===== src/rtl/dc_video_pkg.sv =====
// Shared timing constants, pattern encodings and bar colours for the Dreamcast video source.
package dc_video_pkg;

  localparam logic [9:0] V_TOTAL_480     = 10'd525;
  localparam logic [9:0] VSYNC_LEN_480   = 10'd6;
  localparam logic [9:0] V_ACT_START_480 = 10'd36;
  localparam logic [9:0] V_ACT_LEN_480   = 10'd480;

  localparam logic [9:0] V_TOTAL_240     = 10'd263;
  localparam logic [9:0] VSYNC_LEN_240   = 10'd3;
  localparam logic [9:0] V_ACT_START_240 = 10'd18;
  localparam logic [9:0] V_ACT_LEN_240   = 10'd240;

  localparam int unsigned BAR_WIDTH = 80;

  typedef enum logic [1:0] {
    PAT_BARS    = 2'd0,
    PAT_RAMP    = 2'd1,
    PAT_CHECKER = 2'd2,
    PAT_SOLID   = 2'd3
  } pattern_e;

  typedef enum logic {
    MODE_480P = 1'b0,
    MODE_240P = 1'b1
  } mode_e;

  typedef struct packed {
    logic [9:0] total;
    logic [9:0] sync_len;
    logic [9:0] act_start;
    logic [9:0] act_len;
  } vtiming_t;

  function automatic vtiming_t vtiming(input mode_e mode);
    vtiming_t t;
    if (mode == MODE_240P) begin
      t = '{total: V_TOTAL_240, sync_len: VSYNC_LEN_240,
            act_start: V_ACT_START_240, act_len: V_ACT_LEN_240};
    end else begin
      t = '{total: V_TOTAL_480, sync_len: VSYNC_LEN_480,
            act_start: V_ACT_START_480, act_len: V_ACT_LEN_480};
    end
    return t;
  endfunction

  // Bars left to right: white, yellow, cyan, green, magenta, red, blue, black.
  function automatic logic [23:0] bar_rgb(input logic [2:0] idx);
    logic [23:0] c;
    case (idx)
      3'd0:    c = 24'hFFFFFF;
      3'd1:    c = 24'hFFFF00;
      3'd2:    c = 24'h00FFFF;
      3'd3:    c = 24'h00FF00;
      3'd4:    c = 24'hFF00FF;
      3'd5:    c = 24'hFF0000;
      3'd6:    c = 24'h0000FF;
      default: c = 24'h000000;
    endcase
    return c;
  endfunction

endpackage


===== src/rtl/dc_pattern_rgb.sv =====
// Test-pattern colour for one active pixel, from its coordinates within the active window.
module dc_pattern_rgb
  import dc_video_pkg::*;
(
  input  logic [9:0]  ax,
  input  logic [9:0]  ay,
  input  logic [1:0]  pattern_sel,
  input  logic [23:0] solid_rgb,
  output logic [23:0] rgb
);

  logic [9:0] bar_idx;
  logic       unused_ay;

  assign unused_ay = ^{ay[9:4], ay[2:0]};
  assign bar_idx   = ax / 10'(BAR_WIDTH);

  always_comb begin
    rgb = '0;
    case (pattern_e'(pattern_sel))
      PAT_BARS:    rgb = (bar_idx < 10'd8) ? bar_rgb(bar_idx[2:0]) : '0;
      PAT_RAMP:    rgb = {3{ax[7:0]}};
      PAT_CHECKER: rgb = (ax[3] ^ ay[3]) ? '1 : '0;
      PAT_SOLID:   rgb = solid_rgb;
      default:     rgb = '0;
    endcase
  end

endmodule


===== src/rtl/dc_video_gen.sv =====
// Dreamcast-format 480p/240p test-pattern source driving the 12-bit half-pixel bus.
module dc_video_gen
  import dc_video_pkg::*;
#(
  parameter int unsigned H_TOTAL     = 858,
  parameter int unsigned HSYNC_LEN   = 62,
  parameter int unsigned H_ACT_START = 122,
  parameter int unsigned H_ACT_LEN   = 640
) (
  input  logic        clock,
  input  logic        reset,
  input  logic        line_doubler,
  input  logic [1:0]  pattern_sel,
  input  logic [23:0] solid_rgb,
  output logic        _hsync,
  output logic        _vsync,
  output logic [11:0] data,
  output logic        frame_start
);

  // x shares the 10-bit width of ax, so H_TOTAL is limited to 1024.
  localparam logic [9:0] H_LAST   = 10'(H_TOTAL - 1);
  localparam logic [9:0] HS_END   = 10'(HSYNC_LEN);
  localparam logic [9:0] HA_BEGIN = 10'(H_ACT_START);
  localparam logic [9:0] HA_END   = 10'(H_ACT_START + H_ACT_LEN);

  mode_e       mode_q;
  pattern_e    pat_q;
  logic [23:0] solid_q;
  logic [1:0]  phase_q, phase_d;
  logic [9:0]  x_q, x_d;
  logic [9:0]  y_q, y_d;
  logic        hsync_q, hsync_d;
  logic        vsync_q, vsync_d;
  logic        fs_q, fs_d;
  logic [11:0] data_q, data_d;

  vtiming_t    vt;
  logic [1:0]  phase_last;
  logic        at_origin;
  logic        active;
  logic        second_half;
  logic [9:0]  ax, ay;
  logic [23:0] solid_eff, rgb;

  assign vt         = vtiming(mode_q);
  assign phase_last = (mode_q == MODE_240P) ? 2'd3 : 2'd1;
  assign at_origin  = (phase_q == 2'd0) && (x_q == '0) && (y_q == '0);
  assign ax         = x_q - HA_BEGIN;
  assign ay         = y_q - vt.act_start;
  // Phase 0 takes solid_rgb straight from the pin so the held copy is not a cycle late.
  assign solid_eff  = (phase_q == 2'd0) ? solid_rgb : solid_q;

  dc_pattern_rgb u_pattern (
    .ax          (ax),
    .ay          (ay),
    .pattern_sel (pat_q),
    .solid_rgb   (solid_eff),
    .rgb         (rgb)
  );

  always_comb begin
    phase_d = phase_q + 2'd1;
    x_d     = x_q;
    y_d     = y_q;
    if (phase_q == phase_last) begin
      phase_d = '0;
      if (x_q == H_LAST) begin
        x_d = '0;
        y_d = (y_q == vt.total - 10'd1) ? '0 : y_q + 10'd1;
      end else begin
        x_d = x_q + 10'd1;
      end
    end
  end

  // Mode is stale during the origin state itself, which is harmless: phase 0 never wraps and line 0 is blank.
  always_comb begin
    active      = (x_q >= HA_BEGIN) && (x_q < HA_END) &&
                  (y_q >= vt.act_start) && (y_q < vt.act_start + vt.act_len);
    second_half = (mode_q == MODE_240P) ? phase_q[1] : phase_q[0];
    hsync_d     = (x_q >= HS_END);
    vsync_d     = (y_q >= vt.sync_len);
    fs_d        = at_origin;
    data_d      = '0;
    if (active) begin
      data_d = second_half ? rgb[11:0] : rgb[23:12];
    end
  end

  always_ff @(posedge clock) begin
    if (reset) begin
      phase_q <= '0;
      x_q     <= '0;
      y_q     <= '0;
      mode_q  <= mode_e'(line_doubler);
      pat_q   <= pattern_e'(pattern_sel);
      solid_q <= '0;
      hsync_q <= 1'b1;
      vsync_q <= 1'b1;
      data_q  <= '0;
      fs_q    <= 1'b0;
    end else begin
      phase_q <= phase_d;
      x_q     <= x_d;
      y_q     <= y_d;
      if (at_origin) begin
        mode_q <= mode_e'(line_doubler);
        pat_q  <= pattern_e'(pattern_sel);
      end
      if (phase_q == 2'd0) begin
        solid_q <= solid_rgb;
      end
      hsync_q <= hsync_d;
      vsync_q <= vsync_d;
      data_q  <= data_d;
      fs_q    <= fs_d;
    end
  end

  assign _hsync      = hsync_q;
  assign _vsync      = vsync_q;
  assign data        = data_q;
  assign frame_start = fs_q;

endmodule


===== config.mk =====
export PLATFORM = sky130hd
export DESIGN_NAME = dc_video_gen
export DESIGN_NICKNAME = d
export VERILOG_FILES = /design/src/rtl/dc_video_pkg.sv /design/src/rtl/dc_pattern_rgb.sv /design/src/rtl/dc_video_gen.sv
export SDC_FILE = /design/constraint.sdc
export NUM_CORES = 1
export LEC_CHECK = 0
export BUFFER_PORTS_ARGS = -buffer_cell sky130_fd_sc_hd__clkbuf_2
export CAP_MARGIN = 0
export CORE_MARGIN = 5
export CORE_UTILIZATION = 40
export DETAILED_ROUTE_END_ITERATION = 16
export PLACE_DENSITY_LB_ADDON = 0.15
export SLEW_MARGIN = 20
export SYNTH_ARGS = -nofsm -noshare
export SYNTH_HDL_FRONTEND = slang
export SYNTH_SLANG_ARGS = --single-unit

===== constraint.sdc =====
create_clock -name clock -period 2.95 [get_ports clock]
set_input_delay 0 -clock clock [delete_from_list [all_inputs] [get_ports clock]]
set_output_delay 0 -clock clock [all_outputs]
set_load 0.02 [all_outputs]

### Word level (Yosys, flattened, before mapping)

Cells that the tools add are included.

* output and inout bits: 15
* word-level logic and storage cells: 68
* bits of input ports: 29
* register bits after elaboration: 64

* $add $sub $neg: 7
* bitwise gates (word level): 2
* reduce and logical (&&, ||, !) cells: 14
* order comparisons: 7
* equality and inequality tests: 12
* multiplexer cells: 15
* divide/modulo/power cells: 1

Operators with widths (count)
* $pmux W24 S7: 1
* $pmux W24 S4: 1
* $mux W24: 3
* $mux W40: 1
* $add A10 B1 Y10 const B: 2
* $ge A10 B10 Y1: 2
* $logic_not A10 Y1: 2
* $mux W10: 2
* $mux W12: 1
* $add A10 B10 Y10: 1
* $div A10 B7 Y10 const B: 1
* $eq A10 B10 Y1: 1
* $eq A10 B10 Y1 const B: 1
* $ge A10 B6 Y1 const B: 1
* $ge A10 B7 Y1 const B: 1
* $lt A10 B10 Y1: 1
* $lt A10 B10 Y1 const B: 1
* $lt A10 B4 Y1 const B: 1
* $sub A10 B1 Y10 const B: 1
* $sub A10 B7 Y10 const B: 1
* $eq A3 B3 Y1 const B: 3
* $eq A3 B2 Y1 const B: 2
* $mux W2: 3
* $logic_and A1 B1 Y1: 5
* 14 further kinds: 19

### Longest topological paths before layout

Gate-level depths: netlist of run 1.

* depth in word-level cells: 7
* gate-level depth with buffers: 12
* depth with buffers taken out: 10

### By module

A second synthesis of run 1 with hierarchy kept.

* cells, all modules: 471
* area, all modules: 3998.8 um2

By module, submodules not included
* dc_video_gen: times used 1, cells each 343, seq. area each 1311.3 um2, area each 3303.2 um2
* dc_pattern_rgb: times used 1, cells each 128, seq. area each 0.0 um2, area each 695.7 um2

### Least setup slack after synthesis of run 1

Ideal clock, no wire load.

* path kind: register to register
* start point: reg x_q[1]
* end point: reg data_q[4] (netlist: data[4])
* period minus slack after synthesis: 2.987 ns
* data arrival time: 2.892 ns
* cell stages (with the launch flop): 13
* library setup time: 0.095 ns
* setup slack: -0.037 ns
* required time: 2.855 ns
* path buffers: 2
* cells stage by stage: dfxtp_1 > buf_4 > inv_1 > ha_1 > buf_4 > nand3b_2 > xnor2_1 > and2_1 > nor4b_1 > nor3b_1 > a22oi_2 > a21oi_2 > a221oi_1

* longest elaborated chain between the ends: 7
* elaborated cells between the ends (all ways): 23
* classes of those cells: add/sub: 1; div: 1; order compare: 3; eq/ne: 6; mux: 5; bitwise: 2; reduce/logical: 5

Ends and longest elaborated chain
* start: declaration: line dc_video_gen.sv:31 `logic [9:0] x_q, x_d;`
* start signal: assignment: line dc_video_gen.sv:94 `x_q <= '0;`
* start signal: assignment: line dc_video_gen.sv:105 `x_q <= x_d;`
* parallel branches: the longest is 7 deep, another holds $sub A10 B7 Y10
* end signal: assignment: line dc_video_gen.sv:116 `data_q <= data_d;`
* end: declaration: line dc_video_gen.sv:36 `logic [11:0] data_q, data_d;`

Parallel ways; which one is timed is not known.
A chain may end at the register's enable or synchronous reset.

### Final worst setup path of run 1

* start point: reg x_q[1]
* end point: reg data_q[5] (netlist: data[5])

Same word-level chain as after synthesis.

==> results_dict.tcl, run 1 <==
set metrics [dict create \
    status "complete, but fails checks" \
    failed_checks "hold timing" \
    firstDrtPassIters 5 \
    combPwrFrac_pct 16.1 \
    finClkSkew_ps 10.3 \
    grt-ovfl-total 0 \
    cp-start-kind "register" \
    grt_max_degree 34 \
    synth_area_leader_cell "dfxtp_1" \
    netlist.area_leader.share_pct 30.0 \
    cp.arrival_ps 3070 \
    synth_seq_cells 64 \
    ys_warn_count 0 \
    netSwitchingFraction_pct 27.7 \
    drt-initial-drc-count 196 \
    ys_seq_area_share_pct 32.2 \
    cp_max_fo 9 \
    nFillCells 918 \
    post-route-drc-count 0 \
    fin_crit_ps 2830 \
    ir_drop_mv 0.248 \
    pwr-share-seq_pct 41.8 \
    cts_tree "yes" \
    max-slew-margin-rel_pct 53.4 \
    timing.rr.start "x_q[1]" \
    pin_count 44 \
    portBuffers 43 \
    synth.area.top_cells "dfxtp_1 30%, mux2i_1 5.7%, ha_1 5.5%" \
    fp-row-count 36 \
    placed_cell_area_um2 4590 \
    critical_path_class "reg -> reg" \
    grt_pass1_wl_mm 18.6 \
    diodes 0 \
    power_switching_w 0.000615 \
    cp-end-kind "register" \
    wl_per_cell_um 15.7 \
    yosys-top-cells-count "61 x dfxtp_1, 58 x nor2_1, 25 x nand2_1" \
    cts_buffers 9 \
    clk_pin_slew_ps 80 \
    busiest_layer "met2" \
    die-area_um2 12300 \
    cts.sinks 64 \
    antenna_found_initial 0 \
    hold_path.class "in -> reg" \
    power_leakage_nw 2.16 \
    multi_input_area_um2 2610 \
    nets 609 \
    drtAntennaViolNets 0 \
    cts_buffer_depth 2 \
    finalInstanceArea_um2 5160 \
    grt_pass1_vias 3672 \
    p_per_area_nw_per_um2 430 \
    max_freq_mhz 354 \
    cts_root_buf "clkbuf_8" \
    syn-mean-instance-area_um2 8.58 \
    dpl.hpwl_mm 8.17 \
    setup_viol_count_final 0 \
    p_clk_share_pct 42.1 \
    syn_area_um2 4070 \
    gp_congestion 0.865 \
    worst_pin_slew_ps 693 \
    required_ps 3190 \
    synth-edff-count 3 \
    clk_latency_ps 350 \
    initial_utilization_pct 41.2 \
    slew_violations 0 \
    drive_gt1_share_pct 22.6 \
    avgViaCountPerCell 5.37 \
    hold_ws_ps -21.8 \
    area_delta_synth_final_pct 26.9 \
    regArea_um2 1310 \
    dr_total_vias 3760 \
    die_x_um 111 \
    hold_viol 1 \
    drv_cap 0 \
    synthArstFlopShare_pct 0 \
    htree_levels 3 \
    use_met1_pct 23.3 \
    global_route.usage.total_pct 18.1 \
    power.internal_w 0.00160 \
    crit_start "x_q[1]" \
    hp-start "solid_rgb[20]" \
    finalCritPeriodShare_pct 95.9 \
    die_h_um 111 \
    use_met2_pct 30.7 \
    synth_nets 521 \
    finalWirelength_mm 11.0 \
    yosysMostFrequentCell "dfxtp_1" \
    grtUsageMet3_pct 3.66 \
    synth_ff_type "dfxtp_1" \
    core-area_um2 9860 \
    synthDistinctLibCells 71 \
    syn_inst 474 \
]
cell type report:
cell class                      instances  area share [%]
Inverter                               16            1.24
Multi-Input combinational cell        365            50.5
Tap cell                              133            3.23
Timing Repair Buffer                  106            14.9
Sequential cell                        64            25.4
Clock buffer                           10            2.89
Clock inverter                          6            1.84
final timing paths:
path / to / slack (ps) / depth (start not counted)
worst max-delay path: data[5] / 120 / 9
worst min-delay path: solid_q[20] / -20 / 3
worst max register to register: data[5] / 120 / 9
worst min register to register: phase_q[0] / 460 / 1
sequential cells by signal, summed over array words and instances, names as in the netlist:
| signal | cells |
|---|---|
| _hsync | 1 |
| _vsync | 1 |
| data | 12 |
| frame_start | 1 |
| mode_q | 1 |
| pat_q | 2 |
| phase_q | 2 |
| solid_q | 24 |
| x_q | 10 |
| y_q | 10 |
metrics by stage:
stage | setup TNS [ps] | power (W) | utilization [%] | std cells | setup slack [ps]
after global routing | -1.61 | 0.00231 | 52.3 | 700 | -1.61
after floorplan | 0 | 0.00117 | - | 474 | 35.9
after CTS | 0 | 0.00223 | 51.5 | 697 | 69.6
after detailed placement | 0 | 0.00127 | 46.5 | 656 | 71.0
after global placement | 0 | 0.00127 | 46.5 | 656 | 97.4
final | 0 | 0.00222 | 52.3 | 700 | 122
worst max-delay path: stages (launching register included):
cell	delay (ps)
dfxtp_1	350
inv_1	60
ha_2	260
buf_12	160
or3_1	400
a32oi_1	400
a221o_1	320
a31o_1	220
o2111ai_4	220
a221oi_1	340
cells by family after synthesis:
family / Yosys count / share of synthesized area [%]
AND/OR/NAND/NOR: 172 / 21.3
AO/OA/AOI/OAI: 119 / 21.9
flip-flops: 64 / 32.2
buffers and inverters: 45 / 5.02
XOR/XNOR: 30 / 7.45
multiplexers: 25 / 6.28
adder cells (fa/ha/maj): 19 / 5.82
per-layer routing:
metal	wire length [µm]	vias up	share of wire [%]
met5	0	-	0
met4	136	0	1.2
met3	515	14	4.7
met2	5170	106	47
met1	5170	1731	47
li1	-	1909	-
layout by cell type, fill, tap and decap left out, drive strengths merged, types with 5 or more instances in the layout:
master	count
a211oi	7
a21o	12
a21oi	25
a221oi	9
and3	5
buf	38
clkbuf	53
dfxtp	61
dlygate4sd3	25
ha	18
inv	18
mux2i	24
nand2	25
nand3	15
nand4	13
nor2	58
nor3	18
nor3b	7
nor4	6
o21ai	25
or3	5
xnor2	15
xor2	14
what timing repair did:
item	4_1_cts	5_1_grt
resized for setup	0	13
endpoints found under the hold margin	25	0
setup buffers	0	3
hold buffers	25	0
setup endpoints to repair	0	12
power by group through the flow:
stage | registers [W] | logic, W | clock network (W)
floorplan | 0.000947 | 0.000223 | 0
global placement | 0.000948 | 0.000322 | 0
detailed placement | 0.000948 | 0.000326 | 0
CTS | 0.000928 | 0.000353 | 0.000951
global route | 0.000932 | 0.000397 | 0.000981
finish | 0.000928 | 0.000357 | 0.000935
Power figures use the tool's default switching activity.
==> inputs of run 2 (changes only) <==
RECOVER_POWER = 25   (was unset)
==> run 2 against run 1 <==
The flow still finishes with violations (hold timing). Sequential share of layout area is 0.093 points higher. Clock skew hardly changed. Utilization is 0.19 points lower. First-iteration DRC count is 10% higher. Sequential cell count stayed put. Worst setup slack better by 9.0 ps. Critical endpoint unchanged.
==> results_dict.tcl, run 2 (synthesis gave the netlist of run 1 again) <==
set metrics [dict create \
    diodes 0 \
    worst-path-buf-inv 1 \
    die_x_um 111 \
    grt-ovfl-total 0 \
    avgViaCountPerCell 5.40 \
    reg2reg_depth 9 \
    place_ws_ps 71.0 \
    rr_endpoint "data[5]" \
    cts_root_buf "clkbuf_8" \
    p_per_area_nw_per_um2 431 \
    finalWirelength_mm 11.0 \
    portBuffers 43 \
    pin_count 44 \
    die-area_um2 12300 \
    hold_ws_ps -19.5 \
    antenna_found_initial 0 \
    clk_latency_ps 350 \
    slowest_stage "xnor2_1" \
    fin_tns_setup_ps 0 \
    slew_violations 0 \
    core-area_um2 9860 \
    power_leakage_nw 2.11 \
    fin_cells 700 \
    hold_path_end "solid_q[20]" \
    initial_utilization_pct 41.2 \
    fin_crit_ps 2820 \
    dr_total_vias 3781 \
    fp-row-count 36 \
    ir_drop_mv 0.249 \
    dpl.hpwl_mm 8.17 \
    largest_register_ffs 24 \
    wl_per_cell_um 15.7 \
    nets 609 \
    timing.rr.start "x_q[5]" \
    failed_checks "hold timing" \
    drt-initial-drc-count 216 \
    area_delta_synth_final_pct 26.4 \
    grt_pass1_wl_mm 18.6 \
    dp_cells 656 \
    cts_tree "yes" \
    drtAntennaViolNets 0 \
    worst_pin_slew_ps 693 \
    drive_gt1_share_pct 19.9 \
    max-slew-margin-rel_pct 53.4 \
    grt_pass1_vias 3672 \
    cp-end-kind "register" \
    top_register "solid_q" \
    cts_buffers 9 \
    grt_max_degree 34 \
    setup_viol_count_final 0 \
    status "complete, but fails checks" \
    cp_max_fo 8 \
    final_util_pct 52.1 \
    finalCritPeriodShare_pct 95.6 \
    finalInstanceArea_um2 5140 \
    layout.cells.most_common "dfxtp_1" \
    cp_top_family "compound AO/OA/AOI/OAI gates" \
    cp_cell_sequence "buf_4, and4_4, a21oi_2, xnor2_1, a211oi_1, a221o_1, a31o_1, o2111ai_4, a221oi_1" \
    htree_levels 3 \
    hold_path.class "in -> reg" \
    min_path_cells 3 \
    required_ps 3160 \
    cts.sinks 64 \
    r2r_slack_ps 130 \
    cp-start-kind "register" \
    hp-start "solid_rgb[20]" \
    max_stage_delay_ps 480 \
    critical_path_class "reg -> reg" \
    gp_congestion 0.865 \
    drv_cap 0 \
    global_route.usage.total_pct 18.1 \
    max_freq_mhz 355 \
    finClkSkew_ps 9.86 \
    post-route-drc-count 0 \
    cts_buffer_depth 2 \
    placed_cell_area_um2 4590 \
    finalWorstSetupSlack_ps 131 \
    die_h_um 111 \
    clk_pin_slew_ps 80 \
    cp.arrival_ps 3030 \
    hold_viol 1 \
    layout_common_cells "60 x dfxtp_1, 58 x nor2_1, 36 x buf_4" \
    firstDrtPassIters 5 \
]
-- run 2: cell count changes in the layout (fill, tap and decap cells not counted) --
cell / change
clkbuf_1: +15
clkbuf_2: -15
-- run 2: final cells by class --
type / count / area (µm²)
fill: 930 / 4720
multi-input combinational: 365 / 2610
sequential: 64 / 1310
timing repair buffer: 106 / 748
tap: 133 / 166
clock buffer: 10 / 149
clock inverter: 6 / 95.1
inverter: 16 / 63.8
-- run 2: timing repair --
item / CTS / global route
endpoints found under the setup margin: 0 / 12
resized for setup: 0 / 13
hold buffers: 25 / 0
setup buffers: 0 / 3
endpoints found under the hold margin: 25 / 0
-- run 2: how the worst max path moves through the flow --
stage | startpoint | end | slack [ps] | depth (start not counted)
after floorplan | x_q[1] | data[4] | 40 | 12
after global placement | x_q[1] | data[1] | 100 | 10
after detailed placement | x_q[1] | data[2] | 70 | 10
after CTS | x_q[1] | data[5] | 70 | 11
after global routing | x_q[1] | data[5] | -2 | 9
final | x_q[5] | data[5] | 130 | 9
-- run 2: layer usage --
metal	GRT usage (%)	wire, µm	vias to the layer above
met1	23.3	5150	1744
met3	3.66	558	17
met5	0	0	-
li1	-	-	1906
met2	30.7	5130	114
met4	5.25	182	0
-- run 2: worst register-to-register path: cells and delay by family (launching register included) --
| family | cells | cell delay (ps) |
|---|---|---|
| XOR/XNOR | 1 | 480 |
| AND/OR/NAND/NOR | 1 | 270 |
| flip-flops | 1 | 410 |
| AO/OA/AOI/OAI | 6 | 1330 |
| buffers and inverters | 1 | 190 |
-- run 2: report_power, final --
group	leakage, nW	switching, W	internal, W
Combinational	1.45	0.000200	0.000156
Sequential	0.529	0.0000177	0.000910
Clock	0.123	0.000393	0.000538
Total	2.11	0.000611	0.00160
-- run 2: per-stage QoR --
| stage | hold slack (ps) | power [W] |
|---|---|---|
| CTS | 2.20 | 0.00223 |
| global route | 29.1 | 0.00231 |
| floorplan | 98.9 | 0.00117 |
| global placement | 178 | 0.00127 |
| detailed placement | 179 | 0.00127 |
| finish | -19.5 | 0.00221 |
